File: src/rtl/microcode_sequencer_pkg.sv
// Shared definitions for the microcode sequencer: micro-word field
// positions, sequencing op encodings and sequencer state encodings.
package microcode_sequencer_pkg;

    localparam int PC_W       = 9;
    localparam int WORD_W     = 88;

    localparam int SEQ_OP_HI  = 87;
    localparam int SEQ_OP_LO  = 84;
    localparam int SEQ_TGT_HI = 83;
    localparam int SEQ_TGT_LO = 75;

    typedef enum logic [3:0] {
        SEQ_NEXT     = 4'd0,
        SEQ_JUMP     = 4'd1,
        SEQ_BR_T     = 4'd2,
        SEQ_BR_F     = 4'd3,
        SEQ_CALL     = 4'd4,
        SEQ_RET      = 4'd5,
        SEQ_DISPATCH = 4'd6,
        SEQ_WAIT     = 4'd7,
        SEQ_HALT     = 4'd8
    } seq_op_t;

    typedef enum logic [1:0] {
        ST_BOOT = 2'd0,
        ST_RUN  = 2'd1,
        ST_HALT = 2'd2
    } seq_state_t;

    // Micro-address increment; wraps 511 -> 0 through 9-bit truncation.
    function automatic logic [PC_W-1:0] pc_inc(input logic [PC_W-1:0] pc);
        return pc + PC_W'(1);
    endfunction

endpackage

File: src/rtl/microcode_sequencer_if.sv
// ROM port and control-path signals between the microcode sequencer
// (master) and the ROM / datapath side (slave).
interface microcode_sequencer_if;
    import microcode_sequencer_pkg::*;

    logic [PC_W-1:0]   micro_pc;
    logic [WORD_W-1:0] micro_data;
    logic              condition_true;
    logic [PC_W-1:0]   decoder_target;
    logic              interrupt_pending;
    logic              stall;
    logic              micro_valid;
    logic [PC_W-1:0]   current_pc;
    logic              halted;
    logic              stack_error;

    modport master (
        output micro_pc, micro_valid, current_pc, halted, stack_error,
        input  micro_data, condition_true, decoder_target, interrupt_pending, stall
    );

    modport slave (
        input  micro_pc, micro_valid, current_pc, halted, stack_error,
        output micro_data, condition_true, decoder_target, interrupt_pending, stall
    );

endinterface

File: src/rtl/microcode_return_stack.sv
// Small LIFO holding micro-subroutine return addresses. Push while full and
// pop while empty are ignored here; the sequencer flags them as errors.
module microcode_return_stack
    import microcode_sequencer_pkg::*;
#(
    parameter int DEPTH = 4,
    parameter int WIDTH = PC_W
) (
    input  logic             clock,
    input  logic             reset_n,
    input  logic             push,
    input  logic             pop,
    input  logic [WIDTH-1:0] push_data,
    output logic [WIDTH-1:0] top_data,
    output logic             full,
    output logic             empty
);

    localparam int SP_W  = $clog2(DEPTH) + 1;
    localparam int IDX_W = (DEPTH > 1) ? $clog2(DEPTH) : 1;

    logic [SP_W-1:0]  sp;
    logic [WIDTH-1:0] entries [DEPTH];

    assign full     = (sp == SP_W'(DEPTH));
    assign empty    = (sp == '0);
    assign top_data = entries[IDX_W'(sp - 1'b1)];

    // Stack pointer: counts occupied entries, cleared by reset.
    always_ff @(posedge clock or negedge reset_n) begin
        if (!reset_n) begin
            sp <= '0;
        end else if (push && !full) begin
            sp <= sp + 1'b1;
        end else if (pop && !empty) begin
            sp <= sp - 1'b1;
        end
    end

    // Entry storage: written at the slot just above the current top.
    always_ff @(posedge clock) begin
        if (push && !full) begin
            entries[IDX_W'(sp)] <= push_data;
        end
    end

endmodule

File: src/rtl/microcode_sequencer.sv
// Microcode sequencer: drives the ROM address each cycle, decodes the
// sequencing field of the word returned one cycle later and tracks the
// return stack, halt and error status for the control path.
module microcode_sequencer
    import microcode_sequencer_pkg::*;
#(
    parameter logic [PC_W-1:0] RESET_PC     = 9'd0,
    parameter logic [PC_W-1:0] INTERRUPT_PC = 9'd480,
    parameter logic [PC_W-1:0] EXCEPTION_PC = 9'd490,
    parameter int              STACK_DEPTH  = 4
) (
    input  logic                  clock,
    input  logic                  reset_n,
    microcode_sequencer_if.master bus
);

    seq_state_t      state;
    logic [PC_W-1:0] current_pc;
    logic            micro_valid;
    logic            halted;
    logic            stack_error;

    logic [3:0]      seq_op;
    logic [PC_W-1:0] seq_target;
    logic [PC_W-1:0] pc_plus1;
    logic [PC_W-1:0] next_pc;
    logic [PC_W-1:0] ret_addr;
    logic            advance;
    logic            do_push;
    logic            do_pop;
    logic            set_error;
    logic            set_halt;
    logic            stk_full;
    logic            stk_empty;
    logic            unused_word_bits;

    assign seq_op           = bus.micro_data[SEQ_OP_HI:SEQ_OP_LO];
    assign seq_target       = bus.micro_data[SEQ_TGT_HI:SEQ_TGT_LO];
    assign unused_word_bits = ^bus.micro_data[SEQ_TGT_LO-1:0];
    assign pc_plus1         = pc_inc(current_pc);

    // Only a valid, unstalled word in RUN may move the sequencer.
    assign advance = (state == ST_RUN) && micro_valid && !bus.stall;

    // Next-address selection plus the stack and flag effects of the current word.
    always_comb begin
        next_pc   = current_pc;
        do_push   = 1'b0;
        do_pop    = 1'b0;
        set_error = 1'b0;
        set_halt  = 1'b0;
        if (state == ST_BOOT) begin
            next_pc = RESET_PC;
        end else if (advance) begin
            case (seq_op)
                SEQ_NEXT:     next_pc = pc_plus1;
                SEQ_JUMP:     next_pc = seq_target;
                SEQ_BR_T:     next_pc = bus.condition_true ? seq_target : pc_plus1;
                SEQ_BR_F:     next_pc = bus.condition_true ? pc_plus1 : seq_target;
                SEQ_CALL: begin
                    next_pc   = seq_target;
                    do_push   = !stk_full;
                    set_error = stk_full;
                end
                SEQ_RET: begin
                    if (stk_empty) begin
                        next_pc   = EXCEPTION_PC;
                        set_error = 1'b1;
                    end else begin
                        next_pc = ret_addr;
                        do_pop  = 1'b1;
                    end
                end
                SEQ_DISPATCH: next_pc = bus.interrupt_pending ? INTERRUPT_PC : bus.decoder_target;
                SEQ_WAIT:     next_pc = bus.condition_true ? pc_plus1 : current_pc;
                SEQ_HALT: begin
                    next_pc  = current_pc;
                    set_halt = 1'b1;
                end
                default: begin
                    next_pc   = EXCEPTION_PC;
                    set_error = 1'b1;
                end
            endcase
        end
    end

    microcode_return_stack #(
        .DEPTH (STACK_DEPTH),
        .WIDTH (PC_W)
    ) u_return_stack (
        .clock     (clock),
        .reset_n   (reset_n),
        .push      (do_push),
        .pop       (do_pop),
        .push_data (pc_plus1),
        .top_data  (ret_addr),
        .full      (stk_full),
        .empty     (stk_empty)
    );

    // Sequencer FSM with registered status outputs; HALT is left only by reset.
    always_ff @(posedge clock or negedge reset_n) begin
        if (!reset_n) begin
            state       <= ST_BOOT;
            current_pc  <= RESET_PC;
            micro_valid <= 1'b0;
            halted      <= 1'b0;
            stack_error <= 1'b0;
        end else begin
            case (state)
                ST_BOOT: begin
                    state       <= ST_RUN;
                    current_pc  <= RESET_PC;
                    micro_valid <= 1'b1;
                end
                ST_RUN: begin
                    if (advance) begin
                        current_pc <= next_pc;
                        if (set_halt) begin
                            state  <= ST_HALT;
                            halted <= 1'b1;
                        end
                        if (set_error) begin
                            stack_error <= 1'b1;
                        end
                    end
                end
                ST_HALT: begin
                    state <= ST_HALT;
                end
                default: begin
                    state <= ST_BOOT;
                end
            endcase
        end
    end

    assign bus.micro_pc    = next_pc;
    assign bus.current_pc  = current_pc;
    assign bus.micro_valid = micro_valid;
    assign bus.halted      = halted;
    assign bus.stack_error = stack_error;

endmodule

File: src/flat_wrapper.sv
// flat-port wrapper written by rule: the top's interface ports become plain ports
module microcode_sequencer_flat import microcode_sequencer_pkg::*;
#(
    parameter logic [PC_W-1:0] RESET_PC     = 9'd0,
    parameter logic [PC_W-1:0] INTERRUPT_PC = 9'd480,
    parameter logic [PC_W-1:0] EXCEPTION_PC = 9'd490,
    parameter int              STACK_DEPTH  = 4
)
  (clock, reset_n, bus_micro_pc, bus_micro_valid, bus_current_pc, bus_halted, bus_stack_error, bus_micro_data, bus_condition_true, bus_decoder_target, bus_interrupt_pending, bus_stall);
  microcode_sequencer_if bus_i ();
  input  logic clock;
  input  logic reset_n;
  output wire logic [$bits(bus_i.micro_pc)-1:0] bus_micro_pc;
  output wire logic [$bits(bus_i.micro_valid)-1:0] bus_micro_valid;
  output wire logic [$bits(bus_i.current_pc)-1:0] bus_current_pc;
  output wire logic [$bits(bus_i.halted)-1:0] bus_halted;
  output wire logic [$bits(bus_i.stack_error)-1:0] bus_stack_error;
  input wire logic [$bits(bus_i.micro_data)-1:0] bus_micro_data;
  input wire logic [$bits(bus_i.condition_true)-1:0] bus_condition_true;
  input wire logic [$bits(bus_i.decoder_target)-1:0] bus_decoder_target;
  input wire logic [$bits(bus_i.interrupt_pending)-1:0] bus_interrupt_pending;
  input wire logic [$bits(bus_i.stall)-1:0] bus_stall;
  assign bus_micro_pc = bus_i.micro_pc;
  assign bus_micro_valid = bus_i.micro_valid;
  assign bus_current_pc = bus_i.current_pc;
  assign bus_halted = bus_i.halted;
  assign bus_stack_error = bus_i.stack_error;
  assign bus_i.micro_data = bus_micro_data;
  assign bus_i.condition_true = bus_condition_true;
  assign bus_i.decoder_target = bus_decoder_target;
  assign bus_i.interrupt_pending = bus_interrupt_pending;
  assign bus_i.stall = bus_stall;
  microcode_sequencer #(.RESET_PC(RESET_PC), .INTERRUPT_PC(INTERRUPT_PC), .EXCEPTION_PC(EXCEPTION_PC), .STACK_DEPTH(STACK_DEPTH)) u_core (.clock(clock), .reset_n(reset_n), .bus(bus_i));
endmodule
File: config.mk
export PLATFORM = sky130hd
export DESIGN_NAME = microcode_sequencer_flat
export DESIGN_NICKNAME = d
export VERILOG_FILES = /design/src/rtl/microcode_sequencer_pkg.sv /design/src/rtl/microcode_sequencer_if.sv /design/src/rtl/microcode_return_stack.sv /design/src/rtl/microcode_sequencer.sv /design/src/flat_wrapper.sv
export SDC_FILE = /design/constraint.sdc
export NUM_CORES = 1
export LEC_CHECK = 0
export BUFFER_PORTS_ARGS = -buffer_cell sky130_fd_sc_hd__buf_2
export CAP_MARGIN = 20
export CORE_ASPECT_RATIO = 0.9
export CORE_MARGIN = 8
export CORE_UTILIZATION = 46
export CTS_BUF_LIST = sky130_fd_sc_hd__clkbuf_4 sky130_fd_sc_hd__clkbuf_8
export DETAILED_ROUTE_END_ITERATION = 7
export HOLD_SLACK_MARGIN = 0.1
export PLACE_DENSITY = 0.85
export REMOVE_ABC_BUFFERS = 1
export SLEW_MARGIN = 20
export SYNTH_ARGS = -nofsm -noshare
export SYNTH_HDL_FRONTEND = slang
export SYNTH_SLANG_ARGS = --single-unit
File: constraint.sdc
create_clock -name clock -period 2.1 [get_ports clock]
set_input_delay 0 -clock clock [delete_from_list [all_inputs] [get_ports clock]]
set_output_delay 0 -clock clock [all_outputs]
set_load 0.02 [all_outputs]
; Word level (Yosys, flattened, before mapping)
; Memories as Yosys holds them, arrays and structs flattened.
; Index checks and enable logic that the tools add are counted.
[totals]
reg_bits = 17
elab_cells = 72
rom_bits = 0
latchBits = 0
out_inout_bits = 21
ramBits = 36
memories = 1
[op_classes]
div = 0
n_addsub = 3
shifts = 0
n_reduce_logical = 18
n_eq_ne = 13
muxes = 31
bitwise_logic = 0
n_lt_le_gt_ge = 0
n_mul = 0
[mem_list]
columns = name, depth, word_bits, read_ports, rd_clocked_by_memory_dff, wr, line
row1 = u_core.u_return_stack.entries, 4, 9, 1, 0, 1, microcode_return_stack.sv:23  ; logic [WIDTH-1:0] entries [DEPTH];
[op_table]
columns = cell, n
row1 = 2-to-1 mux 9 bit, 8
row2 = one-hot mux 9 bit (8 select lines), 1
row3 = one-hot mux 9 bit (2 select lines), 1
row4 = == test 4 x 3 -> 1 bit (second input constant), 4
row5 = 2-to-1 mux 1 bit, 15
row6 = adder 9 x 1 -> 9 bit (second input constant), 1
row7 = == test 4 x 2 -> 1 bit (second input constant), 2
row8 = OR reduction 7 bit, 1
row9 = 2-to-1 mux 3 bit, 2
row10 = one-hot mux 2 bit (3 select lines), 1
row11 = AND reduction 3 bit, 2
row12 = == test 4 x 1 -> 1 bit (second input constant), 1
row13 = == test 4 bit (second input constant), 1
row14 = logical AND 1 bit, 4
row15 = logical NOT 4 bit, 1
row16 = 2-to-1 mux 2 bit, 2
row17 = != test 2 x 1 -> 1 bit (second input constant), 2
row18 = AND reduction 2 bit, 2
row19 = nonzero test 2 bit, 2
row20 = adder 3 x 1 -> 3 bit (second input constant), 1
row21 = == test 3 bit (second input constant), 1
row22 = logical NOT 1 bit, 3
row23 = logical NOT 3 bit, 1
row24 = one-hot mux 1 bit (3 select lines), 1
row25 = 5 further kinds, 5

; Logic depth before layout (Yosys ltp)
; Gate-level depths: netlist (run 1).
[depth]
ltp_word = 8
depth_mapped = 9

; Modules after synthesis
; A second synthesis (run 1) with hierarchy kept.
[unflattened]
cells_unflattened = 305
hier_area_um2 = 3352.0
[modules_own_cells]
columns = mod, cells_per_inst, seq_area_each_um2, area_per_inst_um2, instances
row1 = microcode_sequencer, 227, 350.3, 1759.2, 1
row2 = microcode_return_stack, 78, 1156.1, 1592.8, 1

; Worst setup path before layout (run 1)
; No wires, ideal clock.
[synth_timing]
path_type = reg2reg
from = reg u_core.u_return_stack.sp[0]
to = reg u_core.current_pc[2], in the netlist u_core.bus.current_pc[2]
setup_slack_ps = -141
path_stages_with_launch = 10
arrival_ps = 2123
period_less_slack_ps = 2241
path_buffers = 2
setup_ps = 118
required_time_ps = 1982
path_cell_list = dfrtp_1 buf_6 inv_1 ha_1 buf_1 mux4_2 and3_4 a221oi_2 a31oi_1 a21o_1
[synth_between]
elab_chain_len = 8
elab_cells_between_ends = 9
cone_classes = 1 x add/sub / 6 x mux / 1 x reduce/logical / 1 x memory
[synth_lines]
columns = item, line
row1 = from (decl), microcode_return_stack.sv:22  ; logic [SP_W-1:0] sp;
row2 = from (signal assigned), microcode_return_stack.sv:34  ; sp <= sp + 1'b1;
row3 = from (signal assigned), microcode_return_stack.sv:36  ; sp <= sp - 1'b1;
row4 = subtractor 3 x 1 -> 3 bit, -
row5 = memory read (4 x 9 bit), -
row6 = 2-to-1 mux 9 bit *, microcode_sequencer.sv:66  ; if (stk_empty) begin
row7 = one-hot mux 9 bit (8 select lines) *, microcode_sequencer.sv:55  ; case (seq_op)
row8 = 2-to-1 mux 9 bit *, microcode_sequencer.sv:54  ; end else if (advance) begin
row9 = 2-to-1 mux 9 bit *, microcode_sequencer.sv:52  ; if (state == ST_BOOT) begin
row10 = 2-to-1 mux 9 bit *, microcode_sequencer.sv:118  ; if (advance) begin
row11 = one-hot mux 9 bit (2 select lines) *, microcode_sequencer.sv:111  ; case (state)
row12 = to (signal assigned), microcode_sequencer.sv:119  ; current_pc <= next_pc;
row13 = to (decl), microcode_sequencer.sv:18  ; logic [PC_W-1:0] current_pc;
; Mark *: on every way between the ends. The rest lies on a longest branch, timed or not. The select of a mux whose other input is x is not followed.
; A chain may end at the register's enable or synchronous reset.

; Final worst setup path (run 1)
[layout_timing]
from = reg u_core.u_return_stack.sp[0]
to = out bus_micro_pc[2]
[layout_between]
elab_chain_len = 6
elab_cells_between_ends = 7
cone_classes = 1 x add/sub / 4 x mux / 1 x reduce/logical / 1 x memory
[layout_lines]
columns = item, line
row1 = subtractor 3 x 1 -> 3 bit, -
row2 = memory read (4 x 9 bit), -
row3 = 2-to-1 mux 9 bit *, microcode_sequencer.sv:66
row4 = one-hot mux 9 bit (8 select lines) *, microcode_sequencer.sv:55
row5 = 2-to-1 mux 9 bit *, microcode_sequencer.sv:54
row6 = 2-to-1 mux 9 bit *, microcode_sequencer.sv:52
row7 = to (decl), flat_wrapper.sv:13  ; output wire logic [$bits(bus_i.micro_pc)-1:0] bus_micro_pc;
; Mark *: on every way between the ends. The rest lies on a longest branch, timed or not.

==> impl_metrics.env, run 1 <==
export IMPL_status="finished, violations left"
export IMPL_violations="setup timing"
export IMPL_synth_compound_area_share=0.1791
export IMPL_yosysWarnings=0
export IMPL_muxShareOfSynthArea=0.08582
export IMPL_rows=29
export IMPL_syn_inst=286
export IMPL_worst_pin_slew_ns=0.5649
export IMPL_worstHoldStart="bus_micro_data[79]"
export IMPL_ys_ff_latch=53
export IMPL_synth_cell_type_count=60
export IMPL_cts_htree_levels=2
export IMPL_reg2reg_from="u_core.state[1]$_DFFE_PN0P_"
export IMPL_die_w_um=103.8
export IMPL_clock_path_buffers=2
export IMPL_path_clk_slew_ns=0.11
export IMPL_insertion_delay_ns=0.32
export IMPL_synth_avg_cell_area_um2=11.16
export IMPL_setup_ws_ns=-0.2329
export IMPL_place_congestion=0.9734
export IMPL_hpwl_mm=6.406
export IMPL_grt_pass1_vias=2735
export IMPL_power_density_nw_per_um2=1047
export IMPL_maxSlewHeadroom=0.6181
export IMPL_place_area_um2=3616
export IMPL_track_usage=0.1851
export IMPL_synth_area_um2=3193
export IMPL_hp_class="input port to flop"
export IMPL_synth_top_family_by_area="compound AO/OA/AOI/OAI gates"
export IMPL_fin_util=0.5857
export IMPL_synth_edf_count=36
export IMPL_maxCapViolations=0
export IMPL_via_count=2771
export IMPL_use_met3=0.03986
export IMPL_period_share=1.111
export IMPL_grt_pass1_wl_mm=14.48
export IMPL_path_class="flop to output pin"
export IMPL_ant_nets=0
export IMPL_synth_xor_area_frac=0.01097
export IMPL_wl_mm=9.150
export IMPL_drive_gt1_frac=0.3924
export IMPL_crit_fanout=6
export IMPL_clock_fmax_mhz=428.7
export IMPL_diodes=0
export IMPL_endpoint_kind="output pin"
export IMPL_grt_busiest_layer="met2"
export IMPL_synth_ff_type="edfxtp_1"
export IMPL_use_met1=0.2326
export IMPL_drt_wirelength_per_cell_um=19.89
export IMPL_vias_per_cell=6.024
export IMPL_clock_sink_count=53
export IMPL_crit_path_start_kind="flop"
export IMPL_final_hold_viol_count=0
export IMPL_core_area_um2=6894
export IMPL_syn2layout_area_growth_pct=26.45
export IMPL_cts_tree="done"
export IMPL_synth_adder_area_share=0.03135
export IMPL_start_util=0.4632
export IMPL_setup_violations=9
export IMPL_synth_simple_area_share=0.1755
export IMPL_grt_use_met2=0.3127
export IMPL_drt_iter0_drc=215
export IMPL_r2r_slack_ns=0.09
export IMPL_holdWs_ns=0.1258
export IMPL_skew_ns=0.01161
export IMPL_grt_max_degree=26
export IMPL_cts_root_buf="clkbuf_8"
export IMPL_antenna_found_initial=0
export IMPL_ir_drop_mv=0.4966
export IMPL_seq_area_frac_synth=0.4718
export IMPL_setup_worst_path_start="u_core.u_return_stack.sp[0]$_DFFE_PN0P_"
export IMPL_drv_slew=0
export IMPL_grt_overflow=0
export IMPL_dieHeight_um=95.04
export IMPL_fin_tns_setup_ns=-1.156
export IMPL_arrival_ns=2.33
export IMPL_r2r_worst_path_cells=7
export IMPL_drc=0
export IMPL_final_net_count=476
export IMPL_r2r_end="u_core.u_return_stack.entries[3][7]$_DFFE_PP_"
export IMPL_hold_path_end="u_core.bus.current_pc[4]$_DFFE_PN0P_"
export IMPL_leakage_nw=1.688
export IMPL_async_flop_share=0.3208
export IMPL_cts_buffers=5
export IMPL_io_buffers=47
export IMPL_io_pins=123
export IMPL_holdPathStages=4
export IMPL_layout_min_cycle_time_ns=2.333
export IMPL_dr_pass1_iters=5
export IMPL_final_cell_area_um2=4038
export IMPL_grt_setup_unrepaired="yes"
export IMPL_dieArea_um2=9867
export IMPL_worstPathRequired_ns=2.10
==> how the worst max path moves through the flow <==
stage	cells past startpoint	to	slack (ns)
after floorplan	7	u_core.bus.current_pc[2]$_DFFE_PN0P_	-0.15
final	8	bus_micro_pc[2]	-0.23
after global routing	8	bus_micro_pc[4]	-0.30
after CTS	7	bus_micro_pc[4]	-0.15
after global placement	8	bus_micro_pc[5]	0.03
after detailed placement	8	bus_micro_pc[5]	-0.03
==> through the flow <==
step | std cells | total power, mW | setup WS (ns)
after floorplan | 269 | 2.427 | -0.1537
after global placement | 429 | 2.999 | 0.03031
after detailed placement | 429 | 3.064 | -0.02599
after CTS | 450 | 3.941 | -0.1518
after global routing | 460 | 4.467 | -0.2971
final | 460 | 4.228 | -0.2329
==> critical path: stages (launching register included) <==
cell and delay (ns):
dfrtp_1 0.42, buf_8 0.15, buf_12 0.11, mux4_2 0.49
and3_4 0.19, a221oi_2 0.20, a31oi_2 0.15, a21o_1 0.17
buf_2 0.15
==> metal layers <==
layer,vias to the layer above,share of wire
li1,1251,-
met1,1388,0.42
met2,112,0.49
met3,20,0.073
met4,0,0.021
met5,-,0
==> Yosys cell counts, drive strengths merged (6+ instances only) <==
cell type  count  area, um2
a21o           9      67.56
nor2          10      37.54
ha             8      100.1
inv           11      41.29
buf           11      81.32
mux4           9      232.7
nand2         33      123.9
nand3         10      50.05
clkbuf         6      22.52
o21ai         15      75.07
edfxtp        36       1081
o21a           7      52.55
dfrtp         17      425.4
a21oi         12      67.57
==> report_power, final <==
group	internal [mW]	leakage (nW)	switching [mW]	total [mW]
clock network	0.250	0.0506	0.385	0.636
registers	1.29	0.535	0.149	1.44
logic	1.05	1.10	1.10	2.15
==> sequential cells by signal (all words and copies together) (netlist names) <==
register	flops
u_core.bus.current_pc	9
u_core.bus.halted	1
u_core.bus.micro_valid	1
u_core.bus.stack_error	1
u_core.state	2
u_core.u_return_stack.entries	36
u_core.u_return_stack.sp	3
==> cell usage in the layout, fill, tap and decap left out, drive strengths merged, types with 2 or more instances in the layout <==
master	count
a32oi	2
or2	4
nor3b	4
and2	3
dlygate4sd3	3
a211oi	5
nor4	2
and3b	2
nor3	5
nand2b	4
o21a	7
nor4bb	3
a21oi	12
a221oi	2
buf	87
inv	13
nand4	3
nand3b	2
mux4	9
o21ai	15
a31oi	3
nand4bb	3
and3	4
a31o	4
mux2i	3
nor4b	2
o22ai	4
o21bai	3
nor2	10
clkbuf	5
xnor2	4
ha	8
nor2b	4
nand3	10
a21o	9
edfxtp	36
nand2	33
dfrtp	17
a211o	4
==> logic make-up after synthesis <==
family | Yosys count
AND/OR/NAND/NOR | 100
XOR/XNOR | 4
AO/OA/AOI/OAI | 80
adder cells (fa/ha/maj) | 8
flip-flops | 53
multiplexers | 13
buffers and inverters | 28
==> area by class of cell <==
| cell class | instances | area [um2] |
|---|---|---|
| clock buffer | 5 | 68.82 |
| clock inverter | 3 | 28.78 |
| fill | 568 | 2856 |
| inverter | 11 | 41.29 |
| multi-input combinational | 205 | 1624 |
| sequential | 53 | 1511 |
| tap | 93 | 116.4 |
| timing repair buffer | 90 | 646.9 |
==> repair_timing <==
item / 4_1_cts / 5_1_grt
endpoints found under the setup margin: 10 / 37
setup buffers: 10 / 10
hold endpoints to repair: 19 / 0
gates resized for setup: 22 / 30
hold buffers: 3 / 0
pin swaps: 2 / 14
Note: power is estimated with default switching activity, not from simulation.
==> run 2: changes to the inputs <==
--- a/config.mk
+++ b/config.mk
@@ -9,11 +9,11 @@
 export CAP_MARGIN = 20
 export CORE_ASPECT_RATIO = 0.9
 export CORE_MARGIN = 8
-export CORE_UTILIZATION = 46
-export CTS_BUF_LIST = sky130_fd_sc_hd__clkbuf_4 sky130_fd_sc_hd__clkbuf_8
+export CORE_UTILIZATION = 45
+export CTS_BUF_LIST = sky130_fd_sc_hd__clkbuf_4 sky130_fd_sc_hd__clkbuf_8 sky130_fd_sc_hd__clkbuf_16
 export DETAILED_ROUTE_END_ITERATION = 7
 export HOLD_SLACK_MARGIN = 0.1
-export PLACE_DENSITY = 0.85
+export PLACE_DENSITY = 0.83
 export REMOVE_ABC_BUFFERS = 1
 export SLEW_MARGIN = 20
 export SYNTH_ARGS = -nofsm -noshare
==> impl_metrics.env, run 2 (synthesis results as in run 1) <==
export IMPL_grt_setup_unrepaired="yes"
export IMPL_period_share=1.063
export IMPL_cts_tree="done"
export IMPL_top_regs="u_core.u_return_stack.entries x36, u_core.bus.current_pc x9, u_core.u_return_stack.sp x3"
export IMPL_intPower_mw=2.611
export IMPL_dr_pass1_iters=4
export IMPL_cts_buffers=5
export IMPL_wl_mm=9.535
export IMPL_clock_path_buffers=2
export IMPL_power_share_switching=0.3820
export IMPL_dieArea_um2=10050
export IMPL_dieHeight_um=95.92
export IMPL_place_congestion=0.9295
export IMPL_grt_overflow=0
export IMPL_drv_slew=0
export IMPL_r2r_worst_path_cells=8
export IMPL_largest_reg_flops=36
export IMPL_final_hold_viol_count=0
export IMPL_drive_gt1_frac=0.3955
export IMPL_via_count=2718
export IMPL_cts_htree_levels=2
export IMPL_drt_wirelength_per_cell_um=21.10
export IMPL_violations="setup timing"
export IMPL_crit_path_start_kind="flop"
export IMPL_arrival_ns=2.23
export IMPL_fin_tns_setup_ns=-0.8058
export IMPL_rows=29
export IMPL_die_w_um=104.8
export IMPL_fin_util=0.5837
export IMPL_status="finished, violations left"
export IMPL_leakage_nw=1.644
export IMPL_path_class="flop to output pin"
export IMPL_seqCellArea_um2=1510
export IMPL_syn2layout_area_growth_pct=27.35
export IMPL_largest_register="u_core.u_return_stack.entries"
export IMPL_grt_pass1_vias=2840
export IMPL_seqPwrFrac=0.345
export IMPL_setup_violations=8
export IMPL_drt_iter0_drc=168
export IMPL_p_switching_mw=1.614
export IMPL_skew_ns=0.01342
export IMPL_dp_slack_ns=0.04308
export IMPL_p_comb_frac=0.515
export IMPL_grt_max_degree=24
export IMPL_layout_common_cells="buf_2 (38), edfxtp_1 (36), nand2_1 (29), buf_4 (25), dfrtp_1 (14)"
export IMPL_ir_drop_mv=0.4962
export IMPL_hold_path_end="u_core.bus.current_pc[7]$_DFFE_PN0P_"
export IMPL_maxSlewHeadroom=0.5904
export IMPL_path_clk_slew_ns=0.11
export IMPL_endpoint_kind="output pin"
export IMPL_r2r_end="u_core.bus.current_pc[4]$_DFFE_PN0P_"
export IMPL_fin_cells=452
export IMPL_power_density_nw_per_um2=1039
export IMPL_vias_per_cell=6.013
export IMPL_core_area_um2=6967
export IMPL_reg2reg_from="u_core.u_return_stack.sp[0]$_DFFE_PN0P_"
export IMPL_antenna_found_initial=0
export IMPL_hpwl_mm=6.651
export IMPL_insertion_delay_ns=0.31
export IMPL_grt_pass1_wl_mm=14.98
export IMPL_dp_cells=428
export IMPL_hp_class="input port to flop"
export IMPL_total_power_mw=4.225
export IMPL_worstPathRequired_ns=2.10
export IMPL_start_util=0.4583
export IMPL_ant_nets=0
export IMPL_drc=0
export IMPL_final_net_count=468
export IMPL_mostFrequentLayoutCell="buf_2"
export IMPL_io_buffers=47
export IMPL_fillers=619
export IMPL_crit_fanout=5
export IMPL_multiInputGateArea_um2=1675
export IMPL_maxCapViolations=0
export IMPL_clock_sink_count=53
export IMPL_track_usage=0.1892
export IMPL_worst_pin_slew_ns=0.6059
export IMPL_diodes=0
export IMPL_io_pins=123
export IMPL_clock_fmax_mhz=448.1
export IMPL_r2r_slack_ns=0.11
export IMPL_clkPwrFrac=0.141
export IMPL_setup_ws_ns=-0.1317
export IMPL_layout_min_cycle_time_ns=2.232
export IMPL_cts_root_buf="clkbuf_8"
export IMPL_worstHoldStart="bus_micro_data[82]"
export IMPL_holdPathStages=4
-- run 2: what timing repair did --
item | CTS | global route
endpoints found under the hold margin | 18 | 0
buffers inserted | 8 | 7
hold buffers | 2 | 0
setup endpoints to repair | 9 | 38
pin swaps | 12 | 18
resized for setup | 36 | 34
gates cloned | 0 | 0
-- run 2: worst max-delay path by stage --
stage | startpoint | to | slack (ns) | depth (start not counted)
after floorplan | u_core.u_return_stack.sp[0]$_DFFE_PN0P_ | u_core.bus.current_pc[2]$_DFFE_PN0P_ | -0.15 | 7
after global placement | u_core.u_return_stack.sp[1]$_DFFE_PN0P_ | bus_micro_pc[5] | 0.06 | 8
after detailed placement | u_core.u_return_stack.sp[1]$_DFFE_PN0P_ | bus_micro_pc[5] | 0.04 | 8
after CTS | u_core.u_return_stack.sp[0]$_DFFE_PN0P_ | bus_micro_pc[6] | -0.19 | 7
after global routing | u_core.u_return_stack.sp[0]$_DFFE_PN0P_ | bus_micro_pc[5] | -0.22 | 8
final | u_core.u_return_stack.sp[0]$_DFFE_PN0P_ | bus_micro_pc[3] | -0.13 | 9
-- run 2: worst max-delay path, stage by stage, from the launching register on --
cell,delay (ns)
dfrtp_1,0.40
inv_2,0.07
ha_4,0.30
buf_6,0.12
buf_4,0.10
mux4_2,0.30
a21oi_2,0.19
a31oi_4,0.12
a21o_1,0.18
buf_6,0.13
-- run 2: layout make-up --
class                   instances  share of cell area
inverters                      11             0.01015
clock buffers                   5             0.01692
well taps                      93             0.02862
flip-flops and latches         53              0.3714
repair buffers                 82              0.1545
clock inverters                 3            0.006462
multi-input cells             205              0.4120
-- run 2: per-layer routing --
| metal | global-route usage | wire length, um |
|---|---|---|
| met1 | 0.2210 | 3871 |
| met2 | 0.3361 | 4705 |
| met3 | 0.04284 | 667 |
| met4 | 0.07355 | 291 |
| met5 | 0 | 0 |
-- run 2: power by group through the flow --
stage,Sequential [mW],Combinational (mW),Clock (mW)
detailed placement,1.46,1.61,0
finish,1.46,2.17,0.595
floorplan,1.54,0.891,0
global placement,1.46,1.55,0
global route,1.47,2.33,0.639
CTS,1.44,1.91,0.599
-- run 2: metrics by stage --
| step | instance area, um2 | hold WS (ns) |
|---|---|---|
| final | 4066 | 0.1184 |
| after global routing | 4066 | 0.1663 |
| after CTS | 3940 | 0.1020 |
| after detailed placement | 3621 | -0.05730 |
| after global placement | 3621 | -0.06405 |
| after floorplan | 3089 | -0.2956 |
==> run 3: changes to the inputs <==
--- a/config.mk
+++ b/config.mk
@@ -5,6 +5,7 @@
 export SDC_FILE = /design/constraint.sdc
 export NUM_CORES = 1
 export LEC_CHECK = 0
+export ABC_AREA = 1
 export BUFFER_PORTS_ARGS = -buffer_cell sky130_fd_sc_hd__buf_2
 export CAP_MARGIN = 20
 export CORE_ASPECT_RATIO = 0.9
==> impl_metrics.env, run 3 <==
export IMPL_arrival_ns=2.03
export IMPL_p_comb_frac=0.077
export IMPL_syn_inst=420
export IMPL_skew_ns=0.009115
export IMPL_reg2reg_from="u_core.state[1]$_DFFE_PN0P_"
export IMPL_top_regs="u_core.u_return_stack.entries x36, u_core.bus.current_pc x9, u_core.u_return_stack.sp x3"
export IMPL_grt_setup_unrepaired="yes"
export IMPL_rows=29
export IMPL_synth_cell_type_count=32
export IMPL_place_congestion=0.9229
export IMPL_clock_sink_count=53
export IMPL_final_hold_viol_count=0
export IMPL_maxCapViolations=0
export IMPL_grt_pass1_wl_mm=14.80
export IMPL_clock_path_buffers=2
export IMPL_seqPwrFrac=0.561
export IMPL_dieArea_um2=10270
export IMPL_worst_pin_slew_ns=0.4048
export IMPL_endpoint_kind="output pin"
export IMPL_crit_path_start_kind="flop"
export IMPL_synth_area_um2=3277
export IMPL_drt_wirelength_per_cell_um=15.82
export IMPL_io_pins=123
export IMPL_synthTopCellsByArea="edfxtp_1 (33%), nand2_1 (15%), dfrtp_1 (13%)"
export IMPL_cts_root_buf="clkbuf_8"
export IMPL_synth_top_area_share=0.3299
export IMPL_synth_ff_type="edfxtp_1"
export IMPL_period_share=0.9644
export IMPL_power_share_switching=0.2299
export IMPL_post_synth_top_area_cell="edfxtp_1"
export IMPL_dieHeight_um=96.96
export IMPL_fin_cells=586
export IMPL_start_util=0.4655
export IMPL_synth_compound_area_share=0.1000
export IMPL_path_buf_inv=4
export IMPL_path_class="flop to output pin"
export IMPL_dp_slack_ns=0.1598
export IMPL_largest_reg_flops=36
export IMPL_hpwl_mm=6.887
export IMPL_cts_htree_levels=2
export IMPL_synth_simple_area_share=0.3246
export IMPL_final_net_count=602
export IMPL_cts_buffers=5
export IMPL_ant_nets=0
export IMPL_track_usage=0.1759
export IMPL_synth_most_common_cell="nand2_1"
export IMPL_leakage_nw=1.983
export IMPL_cpMaxStageDelayCell="dfrtp_1"
export IMPL_drt_iter0_drc=245
export IMPL_crit_top_cell="nand2_1"
export IMPL_synth_top_family_by_area="simple AND/OR/NAND/NOR gates"
export IMPL_setup_ws_ns=0.07484
export IMPL_power_density_nw_per_um2=491.3
export IMPL_cp_top_family="buffers and inverters"
export IMPL_muxShareOfSynthArea=0
export IMPL_hp_class="input port to asynchronous set/reset pin"
export IMPL_mostFrequentLayoutCell="nand2_1"
export IMPL_maxSlewHeadroom=0.7301
export IMPL_grt_max_degree=22
export IMPL_die_w_um=106.0
export IMPL_clock_fmax_mhz=493.8
export IMPL_worstPathRequired_ns=2.10
export IMPL_largest_register="u_core.u_return_stack.entries"
export IMPL_wl_mm=9.271
export IMPL_grt_overflow=0
export IMPL_ys_ff_latch=53
export IMPL_yosysWarnings=0
export IMPL_synth_xor_area_frac=0.01069
export IMPL_slowest_delay_ns=0.37
export IMPL_via_count=3154
export IMPL_synth_adder_area_share=0.03055
export IMPL_setup_worst_path_start="u_core.u_return_stack.sp[1]$_DFFE_PN0P_"
export IMPL_antenna_found_initial=0
export IMPL_intPower_mw=1.517
export IMPL_vias_per_cell=5.382
export IMPL_grt_pass1_vias=3049
export IMPL_layout_common_cells="nand2_1 (125), buf_2 (46), inv_1 (40), nand3_1 (38), edfxtp_1 (36)"
export IMPL_cts_tree="done"
export IMPL_dr_pass1_iters=6
export IMPL_setup_violations=0
export IMPL_drive_gt1_frac=0.2596
export IMPL_ir_drop_mv=0.3649
export IMPL_crit_fanout=12
export IMPL_synth_common_cells="nand2_1 (127), inv_1 (46), nand3_1 (39), edfxtp_1 (36), nor2_1 (30)"
export IMPL_seq_area_frac_synth=0.4597
export IMPL_drv_slew=0
export IMPL_synth_avg_cell_area_um2=7.802
export IMPL_path_clk_slew_ns=0.10
export IMPL_drc=0
export IMPL_layout_min_cycle_time_ns=2.025
export IMPL_path_cells="inv_2, ha_4, buf_8, o21ai_0, o221ai_1, nand2_1, nand3_2, nand2_1, inv_1, buf_2"
export IMPL_clkPwrFrac=0.362
export IMPL_core_area_um2=7039
export IMPL_dp_cells=568
export IMPL_fin_tns_setup_ns=0
export IMPL_status="completed"
export IMPL_syn2layout_area_growth_pct=22.34
export IMPL_io_buffers=47
export IMPL_p_switching_mw=0.4529
export IMPL_diodes=0
export IMPL_synth_edf_count=36
export IMPL_insertion_delay_ns=0.31
export IMPL_async_flop_share=0.3208
run 3: repair_timing:
action | 4_1_cts | 5_1_grt
hold endpoints to repair | 21 | 0
cloned | 0 | 0
setup endpoints to repair | 9 | 18
buffers inserted | 1 | 4
gates resized for setup | 6 | 26
pin swaps | 2 | 7
hold buffers | 5 | 0
run 3: worst register-to-register path, delay by kind of cell (launching register included):
| family | cells | cell delay, ns |
|---|---|---|
| and+or+nand+nor | 5 | 0.82 |
| DFF | 1 | 0.39 |
| buffers and inverters | 3 | 0.31 |
| adders and majority gates | 1 | 0.13 |
run 3: routing by layer:
layer  routed length (um)  GRT usage  vias to the layer above
li1                     -          -                     1524
met1                 3963     0.2264                     1461
met2                 4377     0.2885                      144
met3                  694    0.03448                       25
met4                  236    0.05622                        0
met5                    0          0                        -
run 3: stage by stage:
stage	area, um2	util	power, mW	hold WS [ns]
after floorplan	3232	-	1.201	-0.2956
after global placement	3711	0.5272	1.267	-0.05915
after detailed placement	3711	0.5272	1.268	-0.05425
after CTS	3886	0.5521	1.973	0.1258
after global routing	4009	0.5695	2.034	0.1509
final	4009	0.5695	1.969	0.1314
run 3: cell families after synthesis:
group,Yosys count
xor gates and xnor gates,4
DFF,53
and+or+nand+nor,234
AOI/OAI and AO/OA,59
adders and majority gates,8
buffers and inverters,62
run 3: worst paths after layout:
path	endpoint	slack, ns	cells after the start
setup reg to reg	u_core.u_return_stack.entries[1][8]$_DFFE_PP_	0.19	9
hold reg to reg	u_core.bus.halted$_DFFE_PN0P_	0.48	2
hold / removal	u_core.bus.current_pc[8]$_DFFE_PN0P_	0.13	2
min in group clock	u_core.bus.stack_error$_DFFE_PN0P_	0.14	4
max in group asynchronous	u_core.bus.current_pc[2]$_DFFE_PN0P_	1.66	2
setup / recovery	bus_micro_pc[8]	0.07	10
run 3: area by class of cell:
type                            count  area [um2]
Clock buffer                        5       68.82
Clock inverter                      3       43.79
Fill cell                         621        3030
Inverter                           53       203.9
Multi-Input combinational cell    305        1607
Sequential cell                    53        1509
Tap cell                           93       116.4
Timing Repair Buffer               74       460.4
run 3: power by group through the flow:
stage | clock, mW | sequential (mW) | combinational [mW]
6_report | 0.714 | 1.10 | 0.152
5_1_grt | 0.763 | 1.10 | 0.167
4_1_cts | 0.720 | 1.10 | 0.149
3_5_place_dp | 0 | 1.13 | 0.141
3_3_place_gp | 0 | 1.13 | 0.140
2_1_floorplan | 0 | 1.13 | 0.0742
